## src/rtl/stage_fifo_if.sv

```systemverilog
// Valid/ready bundle between two pipeline stages, plus the queue's occupancy status.
// The producer/consumer side drives through master; the queue itself sits on slave.
interface stage_fifo_if #(
    parameter int WIDTH = 96,
    parameter int DEPTH = 16
);
    localparam int CW = $clog2(DEPTH + 1);

    logic             flush;
    logic             in_valid;
    logic [WIDTH-1:0] in_data;
    logic             in_ready;
    logic             out_valid;
    logic [WIDTH-1:0] out_data;
    logic             out_ready;
    logic [CW-1:0]    count;
    logic             almost_full;

    modport master (
        output flush, in_valid, in_data, out_ready,
        input  in_ready, out_valid, out_data, count, almost_full
    );

    modport slave (
        input  flush, in_valid, in_data, out_ready,
        output in_ready, out_valid, out_data, count, almost_full
    );
endinterface

```

## src/rtl/stage_fifo.sv

```systemverilog
// Single-clock valid/ready inter-stage queue: any depth, optional empty fall-through,
// synchronous squash flush, occupancy count and almost-full flag.
module stage_fifo #(
    parameter int WIDTH        = 96,
    parameter int DEPTH        = 16,
    parameter int AFULL_THRESH = DEPTH - 2,
    parameter bit BYPASS       = 1'b1
) (
    input  logic        clk_i,
    input  logic        rst_i,
    stage_fifo_if.slave q_if
);
    localparam int CW = $clog2(DEPTH + 1);
    localparam int PW = (DEPTH > 2) ? $clog2(DEPTH) : 1;

    if (DEPTH < 2) begin : g_bad_depth
        $error("stage_fifo: DEPTH must be >= 2");
    end
    if (AFULL_THRESH < 1 || AFULL_THRESH > DEPTH) begin : g_bad_afull
        $error("stage_fifo: AFULL_THRESH must be within 1..DEPTH");
    end

    logic [WIDTH-1:0] mem_q [DEPTH];
    logic [PW-1:0]    head_q, head_d, tail_q, tail_d;
    logic [CW-1:0]    count_q, count_d;
    logic             empty, full, push, pop, wr, rd;

    // Explicit wrap so non-power-of-two depths work.
    function automatic logic [PW-1:0] inc(input logic [PW-1:0] p);
        return (p == PW'(DEPTH - 1)) ? '0 : p + PW'(1);
    endfunction

    assign empty = (count_q == '0);
    assign full  = (count_q == CW'(DEPTH));

    // Only state and flush feed in_ready; out_ready never does.
    assign q_if.in_ready = !rst_i && !q_if.flush && !full;

    if (BYPASS) begin : g_bypass
        assign q_if.out_valid = !rst_i && !q_if.flush && (!empty || q_if.in_valid);
        assign q_if.out_data  = empty ? q_if.in_data : mem_q[head_q];
    end else begin : g_nobypass
        assign q_if.out_valid = !rst_i && !q_if.flush && !empty;
        assign q_if.out_data  = mem_q[head_q];
    end

    assign push = q_if.in_valid && q_if.in_ready;
    assign pop  = q_if.out_valid && q_if.out_ready;
    // A pop while empty can only be the fall-through item, which never touches storage.
    assign wr   = push && !(empty && pop);
    assign rd   = pop && !empty;

    always_comb begin
        head_d  = head_q;
        tail_d  = tail_q;
        count_d = count_q;
        if (q_if.flush) begin
            head_d  = '0;
            tail_d  = '0;
            count_d = '0;
        end else begin
            if (wr) tail_d = inc(tail_q);
            if (rd) head_d = inc(head_q);
            count_d = count_q + CW'(wr) - CW'(rd);
        end
    end

    always_ff @(posedge clk_i or posedge rst_i) begin
        if (rst_i) begin
            head_q  <= '0;
            tail_q  <= '0;
            count_q <= '0;
        end else begin
            head_q  <= head_d;
            tail_q  <= tail_d;
            count_q <= count_d;
        end
    end

    always_ff @(posedge clk_i) begin
        if (wr) mem_q[tail_q] <= q_if.in_data;
    end

    assign q_if.count       = count_q;
    assign q_if.almost_full = (count_q >= CW'(AFULL_THRESH));
endmodule

```

## src/flat_wrapper.sv

```systemverilog
// flat-port wrapper written by rule: the top's interface ports become plain ports
module stage_fifo_flat 
#(
    parameter int WIDTH        = 96,
    parameter int DEPTH        = 16,
    parameter int AFULL_THRESH = DEPTH - 2,
    parameter bit BYPASS       = 1'b1
)
  (clk_i, rst_i, q_if_flush, q_if_in_valid, q_if_in_data, q_if_out_ready, q_if_in_ready, q_if_out_valid, q_if_out_data, q_if_count, q_if_almost_full);
  stage_fifo_if #(.WIDTH(WIDTH), .DEPTH(DEPTH)) q_if_i ();
  input  logic clk_i;
  input  logic rst_i;
  input wire logic [$bits(q_if_i.flush)-1:0] q_if_flush;
  input wire logic [$bits(q_if_i.in_valid)-1:0] q_if_in_valid;
  input wire logic [$bits(q_if_i.in_data)-1:0] q_if_in_data;
  input wire logic [$bits(q_if_i.out_ready)-1:0] q_if_out_ready;
  output wire logic [$bits(q_if_i.in_ready)-1:0] q_if_in_ready;
  output wire logic [$bits(q_if_i.out_valid)-1:0] q_if_out_valid;
  output wire logic [$bits(q_if_i.out_data)-1:0] q_if_out_data;
  output wire logic [$bits(q_if_i.count)-1:0] q_if_count;
  output wire logic [$bits(q_if_i.almost_full)-1:0] q_if_almost_full;
  assign q_if_i.flush = q_if_flush;
  assign q_if_i.in_valid = q_if_in_valid;
  assign q_if_i.in_data = q_if_in_data;
  assign q_if_i.out_ready = q_if_out_ready;
  assign q_if_in_ready = q_if_i.in_ready;
  assign q_if_out_valid = q_if_i.out_valid;
  assign q_if_out_data = q_if_i.out_data;
  assign q_if_count = q_if_i.count;
  assign q_if_almost_full = q_if_i.almost_full;
  stage_fifo #(.WIDTH(WIDTH), .DEPTH(DEPTH), .AFULL_THRESH(AFULL_THRESH), .BYPASS(BYPASS)) u_core (.clk_i(clk_i), .rst_i(rst_i), .q_if(q_if_i));
endmodule
```

## config.mk

```make
export PLATFORM = sky130hd
export DESIGN_NAME = stage_fifo_flat
export DESIGN_NICKNAME = d
export VERILOG_FILES = /design/src/rtl/stage_fifo_if.sv /design/src/rtl/stage_fifo.sv /design/src/flat_wrapper.sv
export SDC_FILE = /design/constraint.sdc
export NUM_CORES = 1
export LEC_CHECK = 0
export BUFFER_PORTS_ARGS = -buffer_cell sky130_fd_sc_hd__buf_2
export CAP_MARGIN = 10
export CELL_PAD_IN_SITES_DETAIL_PLACEMENT = 2
export CELL_PAD_IN_SITES_GLOBAL_PLACEMENT = 2
export CORE_ASPECT_RATIO = 0.75
export CORE_UTILIZATION = 52
export CTS_CLUSTER_DIAMETER = 50
export CTS_CLUSTER_SIZE = 28
export DETAILED_ROUTE_END_ITERATION = 10
export GPL_ROUTABILITY_DRIVEN = 0
export PLACE_DENSITY_LB_ADDON = 0.1
export SLEW_MARGIN = 10
export SYNTH_ARGS = -nofsm -noshare
export SYNTH_HDL_FRONTEND = slang
export SYNTH_SLANG_ARGS = --single-unit
```

## constraint.sdc

```tcl
create_clock -name clk_i -period 22.6 [get_ports clk_i]
set_clock_uncertainty 0.05 [all_clocks]
set_input_delay 2.26 -clock clk_i [delete_from_list [all_inputs] [get_ports clk_i]]
set_output_delay 2.26 -clock clk_i [all_outputs]
set_load 0.02 [all_outputs]
```

==> summary.md, run 1 <==
| Metric | Value |
|---|---|
| Outcome | `stopped before the end` |
| Stopped at | `3_5_place_dp` |
| Tool error | `[ERROR DPL-0033] detailed placement checks failed during check placement.` |
| Post-Syn Instances | `2970` |
| Port Buffers | `between 200 and 250` |
| Post-synth EDFFs | `approximately 1500` |
| Syn Std Cell Area | `0.0601 mm2` |
| Die height | `296 um` |
| Asr flop ratio synth | `0.00839` |
| Hpwl dp | `104 mm` |
| Yosys reg bits | `approximately 1500` |
| Io pins | `205` |
| Ys flop type | `edfxtp_1` |
| FP Rows | `between 100 and 150` |
| Avg Inst Size Synth | `20.2 um2` |
| Seq/Total Area, Yosys | `0.773` |
| Syn nets | `3086` |
| Yosys warning count | `0` |
| Distinct cells, synth | `44` |
| Die Wd | `394 um` |
| Initial core utilization | `0.527` |
==> synth_stat cells (all sizes together), types with 3 or more instances <==
library cell  number  area (um2)
o22ai            178        1110
clkbuf            83         312
nand3              5        25.0
mux2              82         923
a211oi            82         616
edfxtp          1536       46100
a31oi             15        93.8
nor2             106         398
nor3b              4        30.0
and3b              4        35.0
inv               16        60.1
or2               15        93.8
buf               89         548
nor3               3        15.0
ha                14         175
and4               3        26.3
mux2i            372        3720
and3               5        31.3
dfrtp             13         325
mux4             206        4640
a21oi            105         526
nand3b             3        22.5
o21ai              3        15.0
nand2              9        33.8
==> metrics by stage <==
stage,std cells,hold WS [ns],area [um2]
global placement,4581,0.531,62700
floorplan,2970,0.502,60100
==> cells by family after synthesis <==
kind of cell / after synthesis / synth area share
DFF: 1549 / 0.773
AOI/OAI and AO/OA: 389 / 0.0402
and+or+nand+nor: 166 / 0.0129
adders and majority gates: 15 / 0.00325
buffers and inverters: 188 / 0.0153
muxes: 660 / 0.155
xor gates and xnor gates: 3 / 0.000438
==> inputs of run 2 (changes only) <==
==> config.mk (replaced) <==
export PLATFORM = sky130hd
export DESIGN_NAME = stage_fifo_flat
export DESIGN_NICKNAME = d
export VERILOG_FILES = /design/src/rtl/stage_fifo_if.sv /design/src/rtl/stage_fifo.sv /design/src/flat_wrapper.sv
export SDC_FILE = /design/constraint.sdc
export NUM_CORES = 1
export LEC_CHECK = 0
export BUFFER_PORTS_ARGS = -buffer_cell sky130_fd_sc_hd__buf_2
export CAP_MARGIN = 10
export CORE_UTILIZATION = 40
export DETAILED_ROUTE_END_ITERATION = 10
export GPL_ROUTABILITY_DRIVEN = 0
export PLACE_DENSITY_LB_ADDON = 0.15
export SLEW_MARGIN = 10
export SYNTH_ARGS = -nofsm -noshare
export SYNTH_HDL_FRONTEND = slang
export SYNTH_SLANG_ARGS = --single-unit
==> run 2 against run 1 <==
  * Synthesized cell count unchanged
  * The flow now finishes without violations
  * Area after synthesis unchanged
==> summary.md, run 2 <==
| Metric | Value |
|---|---|
| Rel. slew slack | `0.229` |
| Largest net degree at the start of global routing | `approximately 140` |
| Asr flop ratio synth | `0.00839 (unchanged)` |
| Die Wd | `390 um (was 394 um)` |
| Max VDD drop | `0.0767 mV` |
| Sink Count | `1549` |
| CTS tree | `built` |
| Reg2reg start | `u_core.q_if.count[2]` |
| Initial antenna violation count | `35` |
| Post-synth top area share | `0.768 (unchanged)` |
| Yosys warning count | `0 (unchanged)` |
| Port Buffers | `204 (unchanged)` |
| HP Start | `u_core.tail_q[0]` |
| Critical Path AT | `6.80 ns` |
| Register clock-pin slew on the reported worst setup and hold paths | `0.06 ns` |
| H-tree depth | `4` |
| Routed Antenna Nets | `0` |
| Initial DRT Pass Iterations | `5` |
| Final Hold Vio Count | `0` |
| Die height | `390 um (was 296 um)` |
| Core area | `0.148 mm2` |
| Leading area contributor after synthesis | `edfxtp_1 (unchanged)` |
| # resized after CTS | `0` |
| Clk buf depth | `3` |
| Global-route wire length before repair | `220 mm` |
| Vias post-DR | `29800` |
| Setup TNS | `0 ns` |
| Worst-skew pair later-pin latency | `0.78 ns` |
| Yosys reg bits | `1549 (unchanged)` |
| Setup Viol. Count Final | `0` |
| Cts hold-fix bufs | `0` |
| Post-synth EDFFs | `1536 (unchanged)` |
| Layout Area Growth over Synthesis | `13.9%` |
| Global Route Usage Sum | `0.203` |
| Crit path kind | `register to primary output` |
| Max Cap Violations | `0` |
| Setup slack after layout | `~13 ns` |
| Ys flop type | `edfxtp_1 (unchanged)` |
| WL final | `153 mm` |
| Layout cell share with drive strength beyond 1 | `0.234` |
| Most frequent cells in the layout | `edfxtp_1, mux2i_1, mux4_2, buf_2, o22ai_1` |
| GR Overflow Total | `0` |
| Part of the cycle the worst path needs | `0.403` |
| Cell Area, Placed | `0.0633 mm2` |
| Worst EP required | `20.29 ns` |
| Synth area leaders | `edfxtp_1, mux4_2, mux2i_1 (unchanged)` |
| Avg Inst Size Synth | `20.2 um2 (unchanged)` |
| Root Driver | `clkbuf_16` |
| Worst Path Max Fanout | `52` |
| Pwr per Cell Area | `96.7 mW/mm2` |
| Hpwl dp | `73.2 mm (was 104 mm)` |
| Vias per std cell | `5.56` |
| Leak pwr | `about 21 nW` |
| Max FFs per register | `1536` |
| Io pins | `205 (unchanged)` |
| Most frequent cell after synthesis | `edfxtp_1 (unchanged)` |
| DP Worst Slack | `13.93 ns` |
| Initial core utilization | `0.405 (was 0.527)` |
| Vias in the first global route | `31000` |
| Final instance area | `0.0684 mm2` |
| Crit. Startpoint | `u_core.head_q[0]` |
| Post-route DRC | `0` |
| Commonest cells in the netlist | `edfxtp_1, mux2i_1, mux4_2, o22ai_1, nor2_1 (unchanged)` |
| Min-Delay Path Class | `register to register` |
| Biggest register | `u_core.mem_q` |
| Tmin final | `a little over 9 ns` |
| Syn nets | `3086 (unchanged)` |
| Seq/Total Area, Yosys | `0.773 (unchanged)` |
| Worst-margin pin slew | `1.16 ns` |
| DIE AREA | `around 0.15 mm2` |
| Max-slew violations | `0` |
| DRT iter0 DRCs | `2672` |
| Max Clk Rate | `110 MHz` |
| Routed len/inst | `28.6 um` |
| Distinct cells, synth | `44 (unchanged)` |
| Power, Total | `0.00662 W` |
| Syn Std Cell Area | `0.0601 mm2 (unchanged)` |
| Outcome | `complete, no violations (was stopped before the end)` |
| # nets final | `3336` |
| Setup repair bufs after CTS | `0` |
| Startpoint class of the critical path | `register` |
| Commonest non-fill, non-tap cell in the layout | `edfxtp_1` |
| Critical Path End Type | `primary output` |
| RSZ-0062 raised after global routing | `false` |
| Post-Syn Instances | `2970 (unchanged)` |
| FP Rows | `141 (was 107)` |
| Total CTS buffers | `~160` |
==> run 2: cell counts after synthesis <==
No cell type changed its count.
==> run 2: path summary, 6_finish.rpt <==
| check | to | slack [ns] | depth (start not counted) |
|---|---|---|---|
| worst min-delay path | u_core.tail_q[0] | 0.56 | 2 |
| worst max register to register | u_core.mem_q[10][9] | 17.68 | 9 |
| worst max-delay path | q_if_out_data[26] | 13.49 | 10 |
| max in group asynchronous | u_core.head_q[0] | 20.49 | 2 |
| min in group asynchronous | u_core.q_if.count[1] | 1.53 | 2 |
| worst min register to register | u_core.tail_q[0] | 0.56 | 2 |
==> run 2: cell families after synthesis <==
kind of cell             after synthesis  share of synthesized area
multiplexers                         660                      0.155
flip-flops                          1549                      0.773
buffers and inverters                188                     0.0153
adder cells (fa/ha/maj)               15                    0.00325
AO/OA/AOI/OAI                        389                     0.0402
XOR/XNOR                               3                   0.000438
AND/OR/NAND/NOR                      166                     0.0129
==> run 2: layout make-up <==
class                           count  area, um2
Fill cell                       12500      79900
Sequential cell                  1549      46500
Multi-Input combinational cell   1233      12800
Clock buffer                      206       4380
Tap cell                         2002       2500
Timing Repair Buffer              257       1490
Clock inverter                     92        726
Inverter                           16       62.6
Antenna cell                        4       10.0
==> run 2: through the flow <==
step | hold WS, ns | utilization | instances
after CTS | 0.549 | 0.461 | 5355
after global routing | 0.614 | 0.461 | 5356
after detailed placement | 0.540 | 0.427 | 5057
after global placement | 0.529 | 0.427 | 5057
after floorplan | 0.502 | - | 2970
final | 0.560 | 0.461 | 5359
==> run 2: routing by layer <==
layer / share of wire / global-route usage / routed length [um]
met5: 0.0013 / 0 / 203
met2: 0.48 / 0.330 / 74000
met3: 0.059 / 0.0453 / 9020
met4: 0.021 / 0.0513 / 3190
met1: 0.44 / 0.276 / 67000
==> run 2: worst max-delay path: stages (launching register included) <==
cell and delay, ns:
dfrtp_4 0.81, buf_4 0.56, buf_4 0.67, buf_4 0.79
buf_4 0.88, buf_4 0.58, mux4_2 0.56, mux2_2 0.27
a211oi_1 0.39, a21oi_1 0.14, buf_2 0.22
==> run 2: where the power goes <==
part | total (W) | switching (W) | leakage [nW] | internal, W
Sequential | 0.00319 | 0.0000131 | 14.0 | 0.00318
Combinational | 0.000866 | 0.000603 | 4.28 | 0.000263
Clock | 0.00256 | 0.00109 | 2.47 | 0.00147
Total | 0.00662 | 0.00170 | 20.7 | 0.00491
Power figures use the tool's default switching activity.
